[config.mk]
export PLATFORM = sky130hd
export DESIGN_NAME = pcf8563_time_collector
export DESIGN_NICKNAME = d
export VERILOG_FILES = /design/src/rtl/pcf8563_time_collector.sv
export SDC_FILE = /design/constraint.sdc
export NUM_CORES = 1
export LEC_CHECK = 0
export BUFFER_PORTS_ARGS = -buffer_cell sky130_fd_sc_hd__buf_2
export CORE_MARGIN = 1
export CORE_UTILIZATION = 54
export CTS_CLUSTER_DIAMETER = 50
export CTS_CLUSTER_SIZE = 20
export DETAILED_ROUTE_END_ITERATION = 10
export GPL_TIMING_DRIVEN = 1
export PLACE_DENSITY = 0.77
export SETUP_SLACK_MARGIN = 0.4
export SYNTH_ARGS = -nofsm -noshare
export SYNTH_HDL_FRONTEND = slang
export SYNTH_SLANG_ARGS = --single-unit
[constraint.sdc]
create_clock -name clk -period 3.5 [get_ports clk]
set_clock_uncertainty 0.2 [all_clocks]
set_input_delay 0.875 -clock clk [delete_from_list [all_inputs] [get_ports clk]]
set_output_delay 0.875 -clock clk [all_outputs]
set_load 0.1 [all_outputs]
[src/rtl/pcf8563_time_collector.sv]
// Polls a PCF8563 through pcf8563_if, gathers the seven time registers (02h..08h),
// and publishes a range-checked binary timestamp or an error pulse with a cause code.
module pcf8563_time_collector #(
  parameter int unsigned POLL_CYCLES    = 100000,
  parameter int unsigned TIMEOUT_CYCLES = 50000
) (
  input  logic       clk,
  input  logic       rst_n,
  input  logic       en,
  output logic       start,
  input  logic [7:0] rdata,
  input  logic       done,
  output logic [5:0] sec,
  output logic [5:0] min,
  output logic [4:0] hour,
  output logic [4:0] day,
  output logic [2:0] wday,
  output logic [3:0] month,
  output logic [6:0] year,
  output logic       century,
  output logic       vl,
  output logic       time_valid,
  output logic       err,
  output logic [1:0] err_code
);

  localparam int unsigned PW = $clog2(POLL_CYCLES + 1);
  localparam int unsigned TW = $clog2(TIMEOUT_CYCLES + 1);

  localparam logic [1:0] ERR_BCD     = 2'b01;
  localparam logic [1:0] ERR_RANGE   = 2'b10;
  localparam logic [1:0] ERR_TIMEOUT = 2'b11;

  typedef enum logic [1:0] {IDLE, TRIG, COLLECT, DECODE} state_t;

  state_t        state_q;
  logic [PW-1:0] poll_cnt_q;
  logic [TW-1:0] to_cnt_q;
  logic [2:0]    idx_q;
  logic [7:0]    frame_q [7];

  logic       start_q, time_valid_q, err_q, century_q, vl_q;
  logic [1:0] err_code_q;
  logic [5:0] sec_q, min_q;
  logic [4:0] hour_q, day_q;
  logic [2:0] wday_q;
  logic [3:0] month_q;
  logic [6:0] year_q;

  function automatic logic [7:0] bcd2bin(input logic [3:0] tens, input logic [3:0] units);
    return ({4'd0, tens} * 8'd10) + {4'd0, units};
  endfunction

  // NOTE: the byte buffer carries no reset; it is only read in DECODE, after all
  // seven slots of the current frame have been overwritten.
  always_ff @(posedge clk) begin
    if (state_q == COLLECT && en && done) begin
      frame_q[idx_q] <= rdata;
    end
  end

  logic [7:0] sec_d, min_d, hour_d, day_d, month_d, year_d;
  logic [2:0] wday_d;
  logic       bcd_err, range_err;

  // NOTE: every always_comb output gets a default up front so no path leaves a
  // signal unassigned, which would otherwise infer a latch.
  always_comb begin
    sec_d   = bcd2bin({1'b0, frame_q[0][6:4]}, frame_q[0][3:0]);
    min_d   = bcd2bin({1'b0, frame_q[1][6:4]}, frame_q[1][3:0]);
    hour_d  = bcd2bin({2'b0, frame_q[2][5:4]}, frame_q[2][3:0]);
    day_d   = bcd2bin({2'b0, frame_q[3][5:4]}, frame_q[3][3:0]);
    wday_d  = frame_q[4][2:0];
    month_d = bcd2bin({3'b0, frame_q[5][4]},   frame_q[5][3:0]);
    year_d  = bcd2bin(frame_q[6][7:4],         frame_q[6][3:0]);

    // Only nibbles wide enough to hold 10..15 can carry an invalid BCD digit.
    bcd_err = (frame_q[0][3:0] > 4'd9) || (frame_q[1][3:0] > 4'd9) ||
              (frame_q[2][3:0] > 4'd9) || (frame_q[3][3:0] > 4'd9) ||
              (frame_q[5][3:0] > 4'd9) || (frame_q[6][7:4] > 4'd9) ||
              (frame_q[6][3:0] > 4'd9);

    range_err = (sec_d > 8'd59) || (min_d > 8'd59) || (hour_d > 8'd23) ||
                (day_d == 8'd0) || (day_d > 8'd31) || (wday_d > 3'd6) ||
                (month_d == 8'd0) || (month_d > 8'd12) || (year_d > 8'd99);
  end

  // NOTE: all state below updates with non-blocking assignments so every register
  // sees the pre-edge values of the others, independent of statement order.
  always_ff @(posedge clk) begin
    if (!rst_n) begin
      state_q      <= IDLE;
      poll_cnt_q   <= '0;
      to_cnt_q     <= '0;
      idx_q        <= '0;
      start_q      <= 1'b0;
      time_valid_q <= 1'b0;
      err_q        <= 1'b0;
      err_code_q   <= '0;
      sec_q        <= '0;
      min_q        <= '0;
      hour_q       <= '0;
      day_q        <= '0;
      wday_q       <= '0;
      month_q      <= '0;
      year_q       <= '0;
      century_q    <= 1'b0;
      vl_q         <= 1'b0;
    end else begin
      start_q      <= 1'b0;
      time_valid_q <= 1'b0;
      err_q        <= 1'b0;
      case (state_q)
        IDLE: begin
          if (!en) begin
            poll_cnt_q <= '0;
          end else if (poll_cnt_q == PW'(POLL_CYCLES - 1)) begin
            poll_cnt_q <= '0;
            start_q    <= 1'b1;
            state_q    <= TRIG;
          end else begin
            poll_cnt_q <= poll_cnt_q + 1'b1;
          end
        end
        TRIG: begin
          to_cnt_q <= '0;
          idx_q    <= '0;
          state_q  <= en ? COLLECT : IDLE;
        end
        COLLECT: begin
          // A byte arriving on the expiry cycle wins over the timeout.
          if (!en) begin
            state_q <= IDLE;
          end else if (done) begin
            idx_q    <= idx_q + 3'd1;
            to_cnt_q <= '0;
            if (idx_q == 3'd6) state_q <= DECODE;
          end else if (to_cnt_q == TW'(TIMEOUT_CYCLES - 1)) begin
            err_q      <= 1'b1;
            err_code_q <= ERR_TIMEOUT;
            state_q    <= IDLE;
          end else begin
            to_cnt_q <= to_cnt_q + 1'b1;
          end
        end
        DECODE: begin
          if (bcd_err) begin
            err_q      <= 1'b1;
            err_code_q <= ERR_BCD;
          end else if (range_err) begin
            err_q      <= 1'b1;
            err_code_q <= ERR_RANGE;
          end else begin
            time_valid_q <= 1'b1;
            sec_q        <= sec_d[5:0];
            min_q        <= min_d[5:0];
            hour_q       <= hour_d[4:0];
            day_q        <= day_d[4:0];
            wday_q       <= wday_d;
            month_q      <= month_d[3:0];
            year_q       <= year_d[6:0];
            century_q    <= frame_q[5][7];
            vl_q         <= frame_q[0][7];
          end
          poll_cnt_q <= '0;
          state_q    <= IDLE;
        end
        default: state_q <= IDLE;
      endcase
    end
  end

  // Control bits the device reports but this block deliberately discards.
  logic unused_bits;
  assign unused_bits = ^{frame_q[1][7], frame_q[2][7:6], frame_q[3][7:6],
                         frame_q[4][7:3], frame_q[5][6:5], sec_d[7:6], min_d[7:6],
                         hour_d[7:5], day_d[7:5], month_d[7:4], year_d[7]};

  assign start      = start_q;
  assign time_valid = time_valid_q;
  assign err        = err_q;
  assign err_code   = err_code_q;
  assign sec        = sec_q;
  assign min        = min_q;
  assign hour       = hour_q;
  assign day        = day_q;
  assign wday       = wday_q;
  assign month      = month_q;
  assign year       = year_q;
  assign century    = century_q;
  assign vl         = vl_q;

endmodule
== Word-level counts from Yosys, hierarchy flattened ==
Memories as Yosys holds them, arrays and structs flattened.
Cells that the tools add are included.

* Mux-type cells: 34
* Equal/unequal tests: 16
* Add/sub/neg operators: 9
* Reductions and logical operators: 29
* $lt $le $gt $ge: 14
* Bitwise operators: 4
* $mul: 6

{| class="wikitable"
|+ Operators by type and width
! kind !! count
|-
| $mux W16 || 3
|-
| $mux W17 || 2
|-
| $pmux W17 S2 || 1
|-
| $pmux W16 S2 || 1
|-
| $gt A4 B4 Y1 const B || 7
|-
| $mux W2 || 12
|-
| $add A17 B1 Y17 const B || 1
|-
| $eq A17 B17 Y1 const B || 1
|-
| $add A16 B1 Y16 const B || 1
|-
| $add A7 B4 Y8 || 2
|-
| $eq A16 B16 Y1 const B || 1
|-
| $gt A8 B6 Y1 const B || 2
|-
| $logic_not A8 Y1 || 2
|-
| $add A6 B4 Y7 || 2
|-
| $gt A7 B5 Y1 const B || 2
|-
| $logic_or A1 B1 Y1 || 14
|-
| $mul A3 B3 Y6 const B || 2
|-
| $reduce_and A3 Y1 || 4
|-
| $mul A2 B3 Y5 const B || 2
|-
| $ne A2 B2 Y1 const B || 5
|-
| $mux W1 || 9
|-
| $add A8 B4 Y8 || 1
|-
| $gt A8 B7 Y1 const B || 1
|-
| $ne A4 B3 Y1 const B || 2
|-
| other kinds (23) || 32
|}

* Memory bits (writable): 56
* Memories: 1
* Bits in registers: 81
* Output and inout bits: 43
* Input bits: 12

{| class="wikitable"
|+ Memories
! name !! words !! width !! read ports !! clocked after Yosys merged registers in !! wr ports !! line !! text
|-
| frame_q || 7 || 8 || 7 || 0 || 1 || 40 || <nowiki>logic [7:0] frame_q [7];</nowiki>
|}

== Logic depth before layout (Yosys ltp) ==
Gate-level depths: netlist (run 1).
An unclocked memory read counts as a cell.

* Word-level depth: 15
* Gate-level depth with buffers: 12

== Worst setup path after synthesis (run 1) ==
No wires, ideal clock.

* Path type: register to register
* Start point: memory frame_q[6][5]
* End point: register century_q (netlist: century) (read register of frame_q)
* Required time: 3172 ps
* Arrival time: 3223 ps
* Slack: -51 ps
* Period minus slack after synthesis: 3551 ps
* Cell stages (with the launch flop): 13
* Library setup time: 128 ps
* Cells stage by stage: edfxtp_1 -> ha_1 -> ha_1 -> fa_1 -> nand3b_1 -> o22ai_1 -> a221o_1 -> or4_4 -> nor4_4 -> buf_6 -> buf_6 -> mux2i_1 -> nor2_1

{| class="wikitable"
|+ RTL lines
! what !! line !! text
|-
| start: declaration || 40 ||
|-
| end: declaration || 42 || <nowiki>logic start_q, time_valid_q, err_q, century_q, vl_q;</nowiki>
|}

==> impl_metrics.py, run 1 <==
metrics = {
    "cells_and_area": {
        "n_antenna_cell": 0,
        "drive_gt1_frac": 0.190,
        "num-nets-final": 727,
        "final_common_cell": "dfxtp_1",
        "fin_cells": 826,
        "fillers": 827,
        "final_core_util": 0.682,
        "design_area_mm2": 0.00746,
        "layout_common_cells": "81 x dfxtp_1, 76 x nor2_1, 54 x buf_2",
        "multi_input_area_mm2": 0.00307,
        "area_growth_pct": 21.6,
        "area.sequential_mm2": 0.00294,
    },
    "setup_path": {
        "cp-end-kind": "flip-flop",
        "critPathKind": "reg2reg",
        "cp_slowest_cell": "or4_4",
        "crit_chain": "ha_1 > ha_2 > fa_2 > nand3b_1 > o22ai_1 > a221o_1 > or4_4 > nor4_4 > buf_4 > buf_12 > buf_16 > mux2i_1 > nor2_1",
        "crit_required_ns": 3.59,
        "cp_num_buf_inv": 3,
        "cp_slowest_stage_delay_ns": 0.53,
        "worstPathArrival_ns": 3.66,
        "cpLargestDelayFamily": "adder cells",
        "cp_max_fo": 7,
        "cp-start-kind": "flip-flop",
        "reg2reg_slack_ns": -0.06,
    },
    "clock_tree": {
        "cts_max_level": 4,
        "cts-root-buf": "clkbuf_16",
        "cts_made_buffers": 17,
        "clock_sinks": 125,
        "cts_tree": "built",
        "clockBufferDepth": 2,
        "clkLatencyLatePin_ns": 0.42,
        "clk_pin_slew_ns": 0.06,
    },
    "placed_design": {
        "gp_congestion": 0.958,
        "dp_cells": 784,
        "dpl_cell_area_mm2": 0.00663,
        "io_buffers": 54,
        "dp_hpwl_um": 9660,
    },
    "floorplanning": {
        "rows": 38,
        "die_x_um": 109,
        "initial_core_util": 0.561,
        "dieArea_mm2": 0.0118,
        "die_height_um": 109,
        "io-pin-count": 55,
        "coreArea_mm2": 0.0109,
    },
    "yosys": {
        "synth-seq-cells": 125,
        "netlist_area_mm2": 0.00614,
        "synthDistinctLibCells": 60,
        "syn_nets": 647,
        "yosysSeqAreaShare": 0.480,
        "synth.avg_cell_area_um2": 10.3,
        "async_reset_ff_frac": 0,
        "yosys_warnings": 0,
        "synth_top_flop_cell": "dfxtp_1",
        "syn-instance-count": 593,
        "synth_edf_count": 44,
    },
    "timing": {
        "slew_viol_final": 0,
        "hold_violations": 0,
        "rsz0062_at_grt": "yes",
        "fmax_ghz": 0.281,
        "max_slew_margin": 0.440,
        "fin_ws_ns": -0.0623,
        "finalSetupViolCount": 36,
        "worst_pin_slew_ns": 0.835,
        "finalCriticalPeriod_ns": 3.56,
        "period_share": 1.02,
    },
    "drt": {
        "drt_pass1_iterations": 5,
        "via_count": 4865,
        "routed_wl_um": 14000,
        "routed_via_density": 5.89,
        "antenna_left": 0,
        "drc": 0,
        "initialDrtViolationCount": 250,
        "wl_per_cell_um": 16.9,
    },
    "pwr": {
        "vdd_drop_max_mv": 0.376,
        "p_leak_uw": 0.00286,
        "power_density_mw_per_mm2": 465,
    },
    "global_routing": {
        "grt_pass1_vias": 4722,
        "grt_antenna_before_repair": 0,
        "grt_usage": 0.255,
        "grt_max_degree": 31,
        "overflow": 0,
        "grt_pass1_wl_um": 22500,
    },
    "run_status": {
        "failed_checks": "setup timing",
        "status": "finished with violations",
    },
    "job": {
        "drv_cap": 0,
    },
    "hold_path": {
        "worstHoldPathType": "reg2reg",
    },
}
[flip-flops by register name, indices dropped and copies added, names as in the netlist, 3 cells and up]
| register | cells |
|---|---|
| poll_cnt_q | 17 |
| to_cnt_q | 16 |
| month | 4 |
| frame_q | 44 |
| wday | 3 |
| sec | 6 |
| year | 7 |
| min | 6 |
| idx_q | 3 |
| hour | 5 |
| day | 5 |
[synthesized netlist by cell type, types with 3 or more instances]
library cell	instances	area share
nor4bb_1	4	0.0065
a31oi_1	5	0.0051
nand3_1	21	0.017
a21o_1	12	0.015
nor4b_1	6	0.0086
buf_6	3	0.0055
nand2_1	31	0.019
nor4_1	7	0.0071
xnor2_1	13	0.019
nand3b_1	9	0.011
dfxtp_1	81	0.26
a22oi_1	3	0.0037
nand4_1	8	0.0082
nand2b_1	11	0.011
nor2_1	77	0.047
o21ai_1	9	0.0073
ha_1	36	0.073
xor2_1	17	0.024
nor3_1	11	0.0090
or3_1	4	0.0041
inv_1	11	0.0067
or4b_1	3	0.0049
and3_1	12	0.012
fa_1	6	0.020
clkbuf_1	16	0.0098
nor3b_1	3	0.0037
a311oi_1	6	0.0086
edfxtp_1	44	0.22
a21oi_1	31	0.025
mux2i_1	37	0.060
o21ai_0	18	0.015
[metrics by stage]
| stage | setup TNS, ns | total power, µW | setup slack (ns) | hold slack, ns |
|---|---|---|---|---|
| finish | -1.27 | 3470 | -0.0623 | 0.267 |
| global route | -5.92 | 3550 | -0.210 | 0.299 |
| CTS | -0.517 | 3490 | -0.0452 | 0.272 |
| detailed placement | -0.395 | 1590 | -0.0763 | 0.259 |
| global placement | 0 | 1580 | 0.0486 | 0.255 |
| floorplan | 0 | 1560 | 0.0416 | 0.256 |
[metal layers]
| metal | vias up | GRT usage | part of all wire | wire length, µm |
|---|---|---|---|---|
| li1 | 2338 | - | - | - |
| met1 | 2346 | 0.294 | 0.42 | 5850 |
| met2 | 144 | 0.428 | 0.49 | 6910 |
| met3 | 37 | 0.0627 | 0.050 | 704 |
| met4 | 0 | 0.150 | 0.037 | 517 |
| met5 | - | 0 | 0 | 0 |
[worst paths after layout]
check / from / to / cells after the start
min: hour[4] / hour[4] / 2
max reg2reg: frame_q[6][5] / year[4] / 13
min reg2reg: hour[4] / hour[4] / 2
max: frame_q[6][5] / year[4] / 13
[layout make-up]
cell class                      count  share of cell area
Sequential cell                   125               0.394
Tap cell                          140              0.0235
Multi-Input combinational cell    434               0.412
Clock buffer                       17              0.0570
Inverter                           13             0.00654
Timing Repair Buffer               82              0.0767
Clock inverter                     15              0.0297
[worst min-delay path, cell delays in order, from the launching register on]
cell,delay [ns]
dfxtp_1,0.30
nand2b_1,0.06
a21oi_1,0.05
[cell families after synthesis]
logic type / synth area share
compound gates: 0.109
xor+xnor: 0.0428
fa+ha+maj: 0.0930
buf+inv: 0.0253
flops: 0.480
mux: 0.0604
simple gates: 0.190
[timing repair]
item | CTS | global route
gates cloned | 2 | 1
resized for setup | 9 | 7
hold buffers | 0 | 0
buffers inserted | 6 | 1
setup endpoints to repair | 41 | 42
pin swaps | 0 | 5
[power by group]
part	leakage (µW)	internal (µW)	switching (µW)
Combinational	0.00152	13.0	38.8
Sequential	0.00105	1500	1.35
Clock	0.000293	1260	655
Note: power is estimated with default switching activity, not from simulation.
==> inputs of run 2 (changes only) <==
--- a/config.mk
+++ b/config.mk
@@ -17,3 +17,4 @@
 export SYNTH_ARGS = -nofsm -noshare
 export SYNTH_HDL_FRONTEND = slang
 export SYNTH_SLANG_ARGS = --single-unit
+export TNS_END_PERCENT = 50
==> run 2 against run 1 <==
The run still ends with setup timing left. Critical path depth did not move. Routed wire length rose by 2.4%. Global-route usage rose by 0.33 points. Total power fell by 5.1%. Setup slack got worse by 0.064 ns. Critical path type unchanged.
==> impl_metrics.py, run 2 (synthesis results as in run 1) <==
metrics = {
    "floorplanning": {
        "die_height_um": 109,
        "initial_core_util": 0.561,
        "dieArea_mm2": 0.0118,
        "io-pin-count": 55,
        "die_x_um": 109,
        "rows": 38,
        "coreArea_mm2": 0.0109,
    },
    "clock_tree": {
        "cts_tree": "built",
        "cts_max_level": 4,
        "cts-root-buf": "clkbuf_16",
        "clock_sinks": 125,
        "clockBufferDepth": 2,
        "clkLatencyLatePin_ns": 0.42,
        "cts_made_buffers": 17,
        "clk_pin_slew_ns": 0.05,
    },
    "cells_and_area": {
        "largest_reg_flops": 44,
        "area_growth_pct": 19.9,
        "final_common_cell": "dfxtp_1",
        "fin_cells": 824,
        "layout_common_cells": "81 x dfxtp_1, 76 x nor2_1, 54 x buf_2",
        "drive_gt1_frac": 0.180,
        "max_flop_register": "frame_q",
        "design_area_mm2": 0.00736,
        "largestRegisters": "frame_q: 44 flops, poll_cnt_q: 17 flops, to_cnt_q: 16 flops",
        "n_antenna_cell": 0,
        "num-nets-final": 725,
    },
    "pwr": {
        "pwr-share-clk": 0.527,
        "p_int_uw": 2630,
        "p_switching_uw": 659,
        "p_leak_uw": 0.00283,
        "power_density_mw_per_mm2": 447,
        "p_seq_frac": 0.457,
        "comb_power_share": 0.016,
        "vdd_drop_max_mv": 0.400,
        "p_sw_frac": 0.200,
    },
    "global_routing": {
        "grt_pass1_wl_um": 22900,
        "grt_max_degree": 63,
        "grt_pass1_vias": 4734,
        "overflow": 0,
        "grt_usage": 0.258,
        "grt_antenna_before_repair": 0,
    },
    "hold_path": {
        "hold_depth": 2,
        "hold_start": "hour[4]",
        "worstHoldPathType": "reg2reg",
        "min_to": "hour[4]",
    },
    "timing": {
        "holdWs_ns": 0.272,
        "finalSetupViolCount": 37,
        "worst_pin_slew_ns": 1.10,
        "slew_viol_final": 0,
        "fmax_ghz": 0.276,
        "period_share": 1.04,
        "finalCriticalPeriod_ns": 3.63,
        "fin_ws_ns": -0.126,
        "rsz0062_at_grt": "yes",
        "hold_violations": 0,
        "max_slew_margin": 0.264,
    },
    "setup_path": {
        "cp_slowest_cell": "or4_4",
        "crit_chain": "ha_1 > ha_2 > fa_2 > nand3b_1 > o22ai_1 > a221o_1 > or4_4 > nor4_4 > buf_4 > buf_6 > buf_8 > mux2i_1 > nor2_1",
        "cp-start-kind": "flip-flop",
        "r2r_cells": 13,
        "cp-end-kind": "flip-flop",
        "worstPathArrival_ns": 3.69,
        "crit_required_ns": 3.56,
        "cp_slowest_stage_delay_ns": 0.53,
        "critPathKind": "reg2reg",
        "cp_max_fo": 7,
        "r2r_start": "frame_q[6][5]",
        "reg2reg_slack_ns": -0.13,
        "cp_num_buf_inv": 3,
        "r2r-end": "wday[2]",
        "cpLargestDelayFamily": "adder cells",
    },
    "placed_design": {
        "dpl_cell_area_mm2": 0.00664,
        "dp_slack_ns": -0.140,
        "io_buffers": 54,
        "dp_cells": 786,
        "gp_congestion": 0.868,
        "dp_hpwl_um": 9480,
    },
    "job": {
        "drv_cap": 0,
    },
    "drt": {
        "routed_wl_um": 14300,
        "drt_pass1_iterations": 5,
        "wl_per_cell_um": 17.4,
        "via_count": 4840,
        "antenna_left": 0,
        "routed_via_density": 5.87,
        "initialDrtViolationCount": 345,
        "drc": 0,
    },
    "run_status": {
        "status": "finished with violations",
        "failed_checks": "setup timing",
    },
}
==> run 2: metal layers <==
layer | GRT usage | part of all wire
met1 | 0.304 | 0.42
met5 | 0 | 0
met3 | 0.0591 | 0.052
met2 | 0.438 | 0.50
met4 | 0.133 | 0.031
==> run 2: worst max-delay path by stage <==
stage | from | to | slack (ns) | depth (start not counted)
global placement | frame_q[6][5] | err_code[1] | -0.03 | 11
global route | frame_q[6][5] | wday[2] | -0.27 | 13
finish | frame_q[6][5] | wday[2] | -0.13 | 13
detailed placement | frame_q[6][5] | year[1] | -0.14 | 11
floorplan | frame_q[6][5] | century | 0.04 | 12
CTS | frame_q[6][5] | day[0] | -0.1 | 12
==> run 2: worst min-delay path, stage by stage, from the launching register on <==
cell,delay (ns)
dfxtp_1,0.31
nand2b_1,0.06
a21oi_1,0.05
==> run 2: repair_timing <==
action / in CTS / in global routing
buffers inserted: 3 / 0
gates cloned: 2 / 1
endpoints found under the setup margin: 42 / 43
hold buffers: 0 / 0
pin swaps: 1 / 0
resized for setup: 7 / 5
==> run 2: stage by stage <==
stage | total power, µW | TNS [ns] | util
detailed placement | 1590 | -3.72 | 0.607
global route | 3380 | -7.61 | 0.673
floorplan | 1560 | 0 | -
CTS | 3310 | -2.19 | 0.670
global placement | 1580 | -0.175 | 0.607
finish | 3290 | -2.97 | 0.673
==> run 2: area by class of cell <==
| cell class | count | area (µm²) |
|---|---|---|
| flip-flops and latches | 125 | 2940 |
| well taps | 140 | 175 |
| repair buffers | 80 | 534 |
| clock buffers | 25 | 495 |
| clock inverters | 7 | 86.3 |
| inverters | 13 | 48.8 |
| multi-input cells | 434 | 3070 |
| fillers | 835 | 3580 |
==> run 2: power groups by stage <==
stage                     clock network [µW]  registers (µW)  logic, µW
final                                   1740            1500       51.1
after global placement                     0            1540       48.3
after CTS                               1750            1500       50.7
after floorplan                            0            1540       26.5
after global routing                    1820            1500       56.3
after detailed placement                   0            1540       49.9
